==> config.mk <==
export PLATFORM = sky130hd
export DESIGN_NAME = brick_collide_flat
export DESIGN_NICKNAME = d
export VERILOG_FILES = /design/src/rtl/brick_collide_if.sv /design/src/rtl/brick_collide.sv /design/src/flat_wrapper.sv
export SDC_FILE = /design/constraint.sdc
export NUM_CORES = 1
export LEC_CHECK = 0
export BUFFER_PORTS_ARGS = -buffer_cell sky130_fd_sc_hd__buf_4
export CORE_ASPECT_RATIO = 0.8
export CORE_MARGIN = 2
export CORE_UTILIZATION = 56
export CTS_CLUSTER_DIAMETER = 80
export DETAILED_ROUTE_END_ITERATION = 8
export PLACE_DENSITY = 0.8
export SYNTH_ARGS = -nofsm -noshare
export SYNTH_HDL_FRONTEND = slang
export SYNTH_SLANG_ARGS = --single-unit
export TNS_END_PERCENT = 30
==> constraint.sdc <==
create_clock -name clk -period 3.5 [get_ports clk]
set_input_delay 0.35 -clock clk [delete_from_list [all_inputs] [get_ports clk]]
set_output_delay 0.35 -clock clk [all_outputs]
set_load 0.05 [all_outputs]
==> src/rtl/brick_collide_if.sv <==
// Frame-strobe and ball/paddle inputs plus collision results of brick_collide,
// bundled for the game logic (master) and the collision engine (slave).
interface brick_collide_if;
  logic        tick;
  logic [9:0]  ballx;
  logic [9:0]  bally;
  logic [9:0]  padx;
  logic [15:0] topbotcol;
  logic [15:0] lrcol;
  logic        padcol;
  logic [2:0]  padang;
  logic [15:0] alive;
  logic [7:0]  score;
  logic        all_clear;

  modport master (
    output tick, ballx, bally, padx,
    input  topbotcol, lrcol, padcol, padang, alive, score, all_clear
  );

  modport slave (
    input  tick, ballx, bally, padx,
    output topbotcol, lrcol, padcol, padang, alive, score, all_clear
  );
endinterface

==> src/rtl/brick_collide.sv <==
// Per-frame ball vs 16-brick field and paddle collision engine, one brick per cycle.
// Optional macro BRICK_REGEN_EN: refill the brick field when the last brick dies.
module brick_collide #(
  parameter logic [9:0] BRICK_Y0 = 10'd20,
  parameter logic [9:0] PAD_Y    = 10'd220
) (
  input  logic            clk,
  input  logic            rst,
  brick_collide_if.slave  bus
);
  typedef enum logic [1:0] {IDLE, SCAN, REPORT} state_t;

  state_t      state_q, state_d;
  logic [3:0]  idx_q, idx_d;
  logic [9:0]  bx_q, bx_d, by_q, by_d, px_q, px_d;
  logic        hit_q, hit_d, wlr_q, wlr_d;
  logic [3:0]  widx_q, widx_d;
  logic [15:0] tb_q, tb_d, lr_q, lr_d;
  logic        pc_q, pc_d;
  logic [2:0]  pa_q, pa_d;
  logic [15:0] alive_q, alive_d;
  logic [7:0]  score_q, score_d;

  // Span of the brick under test, in 11 bits so edge math never wraps
  logic [10:0] x_lo, x_hi, y_lo, y_hi, bx11, by11, pad_hi;
  logic        in_span, hit_now, lr_now, pc_c;
  logic [5:0]  pdiff;
  logic [2:0]  pa_c;
  logic [15:0] alive_clr;

  always_comb begin
    bx11    = {1'b0, bx_q};
    by11    = {1'b0, by_q};
    x_lo    = {8'd0, idx_q[2:0]} * 11'd40;
    x_hi    = x_lo + 11'd39;
    y_lo    = {1'b0, BRICK_Y0} + (idx_q[3] ? 11'd10 : 11'd0);
    y_hi    = y_lo + 11'd9;
    in_span = (bx11 >= x_lo) && (bx11 <= x_hi) && (by11 >= y_lo) && (by11 <= y_hi);
    hit_now = alive_q[idx_q] && in_span;
    lr_now  = (bx11 == x_lo) || (bx11 == x_hi);

    pad_hi  = {1'b0, px_q} + 11'd39;
    pc_c    = (by_q == PAD_Y - 10'd1) && (bx_q >= px_q) && (bx11 <= pad_hi);
    // Offset is at most 39 on a hit, so the low 6 bits are exact
    pdiff   = bx_q[5:0] - px_q[5:0];
    pa_c    = pc_c ? 3'(pdiff >> 3) : 3'd0;

    alive_clr = alive_q & ~(16'h0001 << widx_q);
  end

  always_comb begin
    state_d = state_q;
    idx_d   = idx_q;
    bx_d    = bx_q;
    by_d    = by_q;
    px_d    = px_q;
    hit_d   = hit_q;
    wlr_d   = wlr_q;
    widx_d  = widx_q;
    tb_d    = tb_q;
    lr_d    = lr_q;
    pc_d    = pc_q;
    pa_d    = pa_q;
    alive_d = alive_q;
    score_d = score_q;
    unique case (state_q)
      IDLE: if (bus.tick) begin
        state_d = SCAN;
        idx_d   = 4'd0;
        bx_d    = bus.ballx;
        by_d    = bus.bally;
        px_d    = bus.padx;
        hit_d   = 1'b0;
        wlr_d   = 1'b0;
        widx_d  = 4'd0;
      end
      SCAN: begin
        // First hit in index order locks the winner for this frame
        if (hit_now && !hit_q) begin
          hit_d  = 1'b1;
          wlr_d  = lr_now;
          widx_d = idx_q;
        end
        idx_d = idx_q + 4'd1;
        if (idx_q == 4'd15) state_d = REPORT;
      end
      REPORT: begin
        state_d = IDLE;
        tb_d    = (hit_q && !wlr_q) ? (16'h0001 << widx_q) : 16'h0000;
        lr_d    = (hit_q &&  wlr_q) ? (16'h0001 << widx_q) : 16'h0000;
        pc_d    = pc_c;
        pa_d    = pa_c;
        if (hit_q) begin
          score_d = (score_q == 8'd255) ? 8'd255 : score_q + 8'd1;
`ifdef BRICK_REGEN_EN
          alive_d = (alive_clr == 16'h0000) ? 16'hFFFF : alive_clr;
`else
          alive_d = alive_clr;
`endif
        end
      end
      default: state_d = IDLE;
    endcase
  end

  always_ff @(posedge clk) begin
    if (rst) begin
      state_q <= IDLE;
      idx_q   <= 4'd0;
      bx_q    <= 10'd0;
      by_q    <= 10'd0;
      px_q    <= 10'd0;
      hit_q   <= 1'b0;
      wlr_q   <= 1'b0;
      widx_q  <= 4'd0;
      tb_q    <= 16'h0000;
      lr_q    <= 16'h0000;
      pc_q    <= 1'b0;
      pa_q    <= 3'd0;
      alive_q <= 16'hFFFF;
      score_q <= 8'd0;
    end else begin
      state_q <= state_d;
      idx_q   <= idx_d;
      bx_q    <= bx_d;
      by_q    <= by_d;
      px_q    <= px_d;
      hit_q   <= hit_d;
      wlr_q   <= wlr_d;
      widx_q  <= widx_d;
      tb_q    <= tb_d;
      lr_q    <= lr_d;
      pc_q    <= pc_d;
      pa_q    <= pa_d;
      alive_q <= alive_d;
      score_q <= score_d;
    end
  end

  assign bus.topbotcol = tb_q;
  assign bus.lrcol     = lr_q;
  assign bus.padcol    = pc_q;
  assign bus.padang    = pa_q;
  assign bus.alive     = alive_q;
  assign bus.score     = score_q;
  assign bus.all_clear = (alive_q == 16'h0000);
endmodule

==> src/flat_wrapper.sv <==
// flat-port wrapper written by rule: the top's interface ports become plain ports
module brick_collide_flat 
#(
  parameter logic [9:0] BRICK_Y0 = 10'd20,
  parameter logic [9:0] PAD_Y    = 10'd220
)
  (clk, rst, bus_tick, bus_ballx, bus_bally, bus_padx, bus_topbotcol, bus_lrcol, bus_padcol, bus_padang, bus_alive, bus_score, bus_all_clear);
  brick_collide_if bus_i ();
  input  logic clk;
  input  logic rst;
  input wire logic [$bits(bus_i.tick)-1:0] bus_tick;
  input wire logic [$bits(bus_i.ballx)-1:0] bus_ballx;
  input wire logic [$bits(bus_i.bally)-1:0] bus_bally;
  input wire logic [$bits(bus_i.padx)-1:0] bus_padx;
  output wire logic [$bits(bus_i.topbotcol)-1:0] bus_topbotcol;
  output wire logic [$bits(bus_i.lrcol)-1:0] bus_lrcol;
  output wire logic [$bits(bus_i.padcol)-1:0] bus_padcol;
  output wire logic [$bits(bus_i.padang)-1:0] bus_padang;
  output wire logic [$bits(bus_i.alive)-1:0] bus_alive;
  output wire logic [$bits(bus_i.score)-1:0] bus_score;
  output wire logic [$bits(bus_i.all_clear)-1:0] bus_all_clear;
  assign bus_i.tick = bus_tick;
  assign bus_i.ballx = bus_ballx;
  assign bus_i.bally = bus_bally;
  assign bus_i.padx = bus_padx;
  assign bus_topbotcol = bus_i.topbotcol;
  assign bus_lrcol = bus_i.lrcol;
  assign bus_padcol = bus_i.padcol;
  assign bus_padang = bus_i.padang;
  assign bus_alive = bus_i.alive;
  assign bus_score = bus_i.score;
  assign bus_all_clear = bus_i.all_clear;
  brick_collide #(.BRICK_Y0(BRICK_Y0), .PAD_Y(PAD_Y)) u_core (.clk(clk), .rst(rst), .bus(bus_i));
endmodule
==> results of run 1 <==
[worst register-to-register path: stages, from the launching register on]
cell and delay (ns):
dfxtp_1 0.35, ha_1 0.18, and2_1 0.15, ha_1 0.32, nand3_1 0.09, ha_1 0.32
nand3_1 0.12, or4_1 0.54, o21ai_1 0.15, o211a_1 0.30, a31o_1 0.17, a21oi_1 0.06
[state kept, by name (all words and copies together), names as in the netlist, 3 cells and up]
register / cells
u_core.bus.lrcol: 16
u_core.bus.padang: 3
u_core.bus.alive: 16
u_core.bus.score: 8
u_core.idx_q: 4
u_core.bx_q: 10
u_core.px_q: 10
u_core.by_q: 10
u_core.bus.topbotcol: 16
u_core.widx_q: 4
[per-layer routing]
| metal | part of all wire, % | up-vias |
|---|---|---|
| met5 | 0 | - |
| met4 | 0.82 | 0 |
| met3 | 7.3 | 11 |
| met2 | 45 | 170 |
| met1 | 47 | 2257 |
| li1 | - | 2361 |
[worst paths after layout]
check | endpoint | slack, ns | depth (start not counted)
min reg2reg | u_core.bus.padcol | 0.47 | 1
max | u_core.wlr_q | 0.60 | 11
max reg2reg | u_core.wlr_q | 0.60 | 11
min | u_core.bx_q[2] | 0.24 | 3
[cell type report]
cell class	instances	share of cell area (%)
Timing Repair Buffer	99	11.9
Sequential cell	102	32.6
Tap cell	115	2.30
Multi-Input combinational cell	460	47.2
Clock inverter	5	0.640
Inverter	22	1.32
Clock buffer	11	4.04
[logic make-up after synthesis]
group,count (synthesis),share of synthesized area (%)
fa+ha+maj,43,10.3
simple gates,249,22.6
mux,6,1.89
compound gates,146,18.7
buf+inv,55,4.29
xor+xnor,16,3.09
flops,102,39.1
[Yosys cell counts (12+ instances only)]
master / n / area (µm²)
a21oi_1: 57 / 285
clkbuf_1: 23 / 86.3
a21o_1: 18 / 135
xnor2_1: 12 / 105
nand4_1: 15 / 93.8
inv_1: 22 / 82.6
nor2_1: 57 / 214
a22oi_1: 24 / 180
ha_1: 43 / 538
dfxtp_1: 102 / 2040
nand3_1: 12 / 60.1
nor3_1: 21 / 105
nand2_1: 93 / 349
[per-stage QoR]
stage                     cells  hold slack [ns]  total power, µW  util [%]
final                       814            0.244             2490      69.0
after global routing        814            0.248             2580      69.0
after global placement      798            0.435             1510      65.7
after floorplan             617            0.445             1440         -
after detailed placement    798            0.455             1520      65.7
after CTS                   814            0.239             2490      69.0
[power by group through the flow]
stage	logic, µW	clock network [µW]	registers, µW
after floorplan	208	0	1230
after global placement	276	0	1240
after detailed placement	284	0	1240
final	287	987	1210
after global routing	326	1040	1210
after CTS	285	995	1210
==> results_dict.tcl, run 1 <==
set metrics [dict create \
    status "complete, no violations" \
    regArea_um2 2040 \
    dieArea_um2 10100 \
    synth_nets 693 \
    vias 4799 \
    power_frac_seq_pct 48.8 \
    crit_required_ns 3.70 \
    fillerInstances 766 \
    gr-usage-met1_pct 39.0 \
    first_iter_violations 307 \
    setup_slack_ns 0.602 \
    clockRootBuffer "clkbuf_16" \
    crit_type "flop to flop" \
    switching_power_uw 653 \
    final_common_cell "dfxtp_1" \
    clkLatencyLatePin_ns 0.35 \
    grt_overflow 0 \
    syn_to_final_growth_pct 19.9 \
    ys_ff_latch 102 \
    antenna_cells 0 \
    grt_pass1_vias 4483 \
    critical_path.top_delay_family "simple AND/OR/NAND/NOR gates" \
    tns_ns 0 \
    worst-slew-pin-transition_ns 1.13 \
    cp_num_buf_inv 0 \
    design_area_um2 6260 \
    hold_path_startpoint "bus_ballx[2]" \
    critPathMaxFanout 6 \
    grt_setup_unrepaired "false" \
    crit_top_cell "ha_1" \
    syn_avg_cell_area_um2 8.46 \
    use_met2_pct 42.2 \
    cts_resized 0 \
    place_area_um2 5970 \
    critPathMaxStageDelay_ns 0.54 \
    grt_pass1_wl_um 22300 \
    multi_input_area_um2 2960 \
    r2r_start "u_core.idx_q[2]" \
    fin_crit_sh_pct 82.8 \
    clkTransAtPathRegs_ns 0.07 \
    swShare_pct 26.3 \
    slowest_stage "or4_1" \
    p_int_uw 1830 \
    ios 94 \
    vdd_ir_drop_max_uv 298 \
    clk_path_buf_depth 2 \
    combPwrFrac_pct 11.5 \
    firstDrtPassIters 5 \
    grt_max_degree 73 \
    worstPathCellList "ha_1 > and2_1 > ha_1 > nand3_1 > ha_1 > nand3_1 > or4_1 > o21ai_1 > o211a_1 > a31o_1 > a21oi_1" \
    cp-end-kind "flop" \
    hold_buffers 0 \
    place_ws_ns 0.668 \
    fin_crit_ns 2.90 \
    drv_cap 0 \
    final_cell_mix "102 x dfxtp_1, 99 x buf_4, 93 x nand2_1" \
    async_flop_share_pct 0 \
    synth_flop_cell "dfxtp_1" \
    hold_viol 0 \
    worstPathArrival_ns 3.10 \
    drt-vias-per-instance 5.90 \
    finalSetupViolCount 0 \
    wirelength_um 13500 \
    portBuffers 93 \
    synth_edf_count 0 \
    slew_violations 0 \
    die_w_um 112 \
    core_um2 9080 \
    remaining_drc_errors 0 \
    critPathLaunchType "flop" \
    ys_types 64 \
    gp_congestion 0.937 \
    netlist_area_um2 5220 \
    initial_core_util_pct 57.5 \
    ant_nets 0 \
    htreeDepth 3 \
    die_y_um 90.4 \
    startpoint "u_core.idx_q[2]" \
    seq_area_frac_synth_pct 39.1 \
    cts_sinks 102 \
    track_usage_pct 27.0 \
    hpwlAfterDp_um 9810 \
    postCtsSetupBuffers 0 \
    fin_nets 770 \
    cts_buffers 9 \
    power.density_nw_per_um2 397 \
    min_path_type "input pin to flop" \
    rows 31 \
    fmaxAchievable_mhz 345 \
    leakagePower_uw 0.00253 \
    slew_headroom_pct 24.8 \
    grt_busiest_layer "met2" \
    drive_above_1_share_pct 18.5 \
    fin_worst_skew_ns 0.00722 \
    ys_warn_count 0 \
    antenna_found_initial 0 \
    cts_tree "yes" \
    synth_cells 617 \
    wl_per_cell_um 16.6 \
    gr-usage-met3_pct 5.30 \
    clockPowerShare_pct 39.7 \
]
No activity file was read; power rests on OpenSTA's default activity.
==> run 2, diff against run 1 <==
--- a/config.mk
+++ b/config.mk
@@ -8,10 +8,10 @@
 export BUFFER_PORTS_ARGS = -buffer_cell sky130_fd_sc_hd__buf_4
 export CORE_ASPECT_RATIO = 0.8
 export CORE_MARGIN = 2
-export CORE_UTILIZATION = 56
+export CORE_UTILIZATION = 51
 export CTS_CLUSTER_DIAMETER = 80
 export DETAILED_ROUTE_END_ITERATION = 8
-export PLACE_DENSITY = 0.8
+export PLACE_DENSITY = 0.77
 export SYNTH_ARGS = -nofsm -noshare
 export SYNTH_HDL_FRONTEND = slang
 export SYNTH_SLANG_ARGS = --single-unit
==> constraint.sdc (replaced) <==
create_clock -name clk -period 2.6 [get_ports clk]
set_input_delay 0.26 -clock clk [delete_from_list [all_inputs] [get_ports clk]]
set_output_delay 0.26 -clock clk [all_outputs]
set_load 0.05 [all_outputs]
==> run 2 against run 1 <==
Effect of this change:
- global-route usage down 1.0 points
- clock skew up 0.0020 ns
- die area up 9.4%
- worst setup slack worse by 0.57 ns
- clock power up 35%
- power up 37%
- combinational power up 57%
- critical path type unchanged
- critical endpoint is now u_core.widx_q[2]
- highest routed layer unchanged
==> results_dict.tcl, run 2 (synthesis gave the netlist of run 1 again) <==
set metrics [dict create \
    clk_path_buf_depth 2 \
    cts_tree "yes" \
    critPathMaxStageDelay_ns 0.51 \
    drive_above_1_share_pct 24.3 \
    rows 33 \
    final_cell_mix "115 x buf_4, 95 x dfxtp_1, 90 x nand2_1" \
    initial_core_util_pct 51.6 \
    rrSetupSlack_ns 0.03 \
    first_iter_violations 377 \
    hold_end "u_core.px_q[0]" \
    grt_pass1_vias 4634 \
    track_usage_pct 26.0 \
    syn_to_final_growth_pct 25.9 \
    fillerInstances 841 \
    clockPowerShare_pct 39.0 \
    p_int_uw 2460 \
    crit_required_ns 2.81 \
    place_ws_ns -0.163 \
    gp_congestion 0.949 \
    fin_nets 786 \
    drt-vias-per-instance 5.79 \
    portBuffers 93 \
    min_path_type "input pin to flop" \
    core_um2 10100 \
    power.density_nw_per_um2 519 \
    final_common_cell "buf_4" \
    design_area_um2 6570 \
    power_frac_seq_pct 47.8 \
    slew_violations 0 \
    fmaxAchievable_mhz 389 \
    hold_depth 3 \
    htreeDepth 3 \
    post-route-util_pct 65.0 \
    fin_worst_skew_ns 0.00922 \
    clkTransAtPathRegs_ns 0.08 \
    grt_pass1_wl_um 22500 \
    status "complete, no violations" \
    grt_overflow 0 \
    antenna_found_initial 0 \
    place_area_um2 6120 \
    firstDrtPassIters 5 \
    antenna_cells 0 \
    hold_slack_ns 0.138 \
    r2r_cells 11 \
    wirelength_um 14300 \
    grt_max_degree 100 \
    fin_crit_sh_pct 98.9 \
    drv_cap 0 \
    cp-end-kind "flop" \
    die_w_um 117 \
    vias 4953 \
    worst_r2r_endpoint "u_core.widx_q[2]" \
    cp_num_buf_inv 1 \
    power_uw 3420 \
    critPathLaunchType "flop" \
    die_y_um 94.5 \
    crit_type "flop to flop" \
    vdd_ir_drop_max_uv 350 \
    clockRootBuffer "clkbuf_16" \
    wl_per_cell_um 16.8 \
    hold_viol 0 \
    clkLatencyLatePin_ns 0.36 \
    hold_path_startpoint "bus_padx[0]" \
    hpwlAfterDp_um 10000 \
    combPwrFrac_pct 13.2 \
    critical_path.top_delay_family "simple AND/OR/NAND/NOR gates" \
    ant_nets 0 \
    switching_power_uw 957 \
    dieArea_um2 11100 \
    slew_headroom_pct 33.8 \
    cts_sinks 102 \
    worstPathArrival_ns 2.78 \
    multi_input_area_um2 3100 \
    leakagePower_uw 0.00261 \
    slowest_stage "or4_4" \
    ios 94 \
    r2r_start "u_core.idx_q[2]" \
    swShare_pct 28.0 \
    regArea_um2 2060 \
    remaining_drc_errors 0 \
    grt_setup_unrepaired "true" \
    worst-slew-pin-transition_ns 0.994 \
    finalSetupViolCount 0 \
    fin_crit_ns 2.57 \
    setup_slack_ns 0.0274 \
    worstPathCellList "ha_4 > xnor2_2 > buf_4 > xnor2_1 > ha_1 > nand2_2 > or4_4 > o21ai_4 > nand3_4 > o211ai_1 > a21oi_2" \
    critPathMaxFanout 5 \
    cts_buffers 9 \
]
## run 2: final cells by class
cell class / instances / share of cell area (%)
tap: 140 / 2.66
multi-input combinational: 460 / 47.2
inverter: 22 / 1.29
clock inverter: 7 / 1.05
timing repair buffer: 115 / 13.1
sequential: 102 / 31.3
clock buffer: 9 / 3.43
## run 2: per-layer routing
metal  up-vias  global-route usage [%]  part of all wire, %
met1      2369                    35.3                   45
met4         0                    7.06                  1.4
met5         -                       0                    0
met2       173                    41.8                   46
li1       2393                       -                    -
met3        18                    5.91                  7.0
## run 2: worst min-delay path: stages
cell and delay, ns:
buf_4 0.11, nand2_1 0.05, a21oi_1 0.05
## run 2: how the worst max path moves through the flow
stage | start | end | slack, ns | cells after the start
2_1_floorplan | u_core.idx_q[0] | u_core.wlr_q | 0.01 | 11
3_3_place_gp | u_core.idx_q[0] | u_core.wlr_q | -0.05 | 11
3_5_place_dp | u_core.idx_q[0] | u_core.widx_q[2] | -0.16 | 11
4_1_cts | u_core.px_q[3] | u_core.bus.padang[2] | 0.0003 | 11
5_1_grt | u_core.idx_q[2] | u_core.widx_q[2] | -0.08 | 11
6_report | u_core.idx_q[2] | u_core.widx_q[2] | 0.03 | 11
## run 2: power groups by stage
stage	logic [µW]	clock network [µW]	registers, µW
2_1_floorplan	283	0	1650
3_3_place_gp	394	0	1660
3_5_place_dp	412	0	1660
4_1_cts	423	1340	1630
5_1_grt	497	1390	1630
6_report	451	1330	1630
## run 2: through the flow
| step | std cells | TNS (ns) |
|---|---|---|
| 3_3_place_gp | 836 | -0.0455 |
| 2_1_floorplan | 617 | 0 |
| 6_report | 855 | 0 |
| 4_1_cts | 852 | 0 |
| 3_5_place_dp | 836 | -0.604 |
| 5_1_grt | 855 | -0.418 |
## run 2: timing repair
item                                    4_1_cts  5_1_grt
setup buffers                                 0        3
pin swaps                                     5       14
endpoints found under the setup margin        5       10
hold buffers                                  0        0
gates resized for setup                      13       21
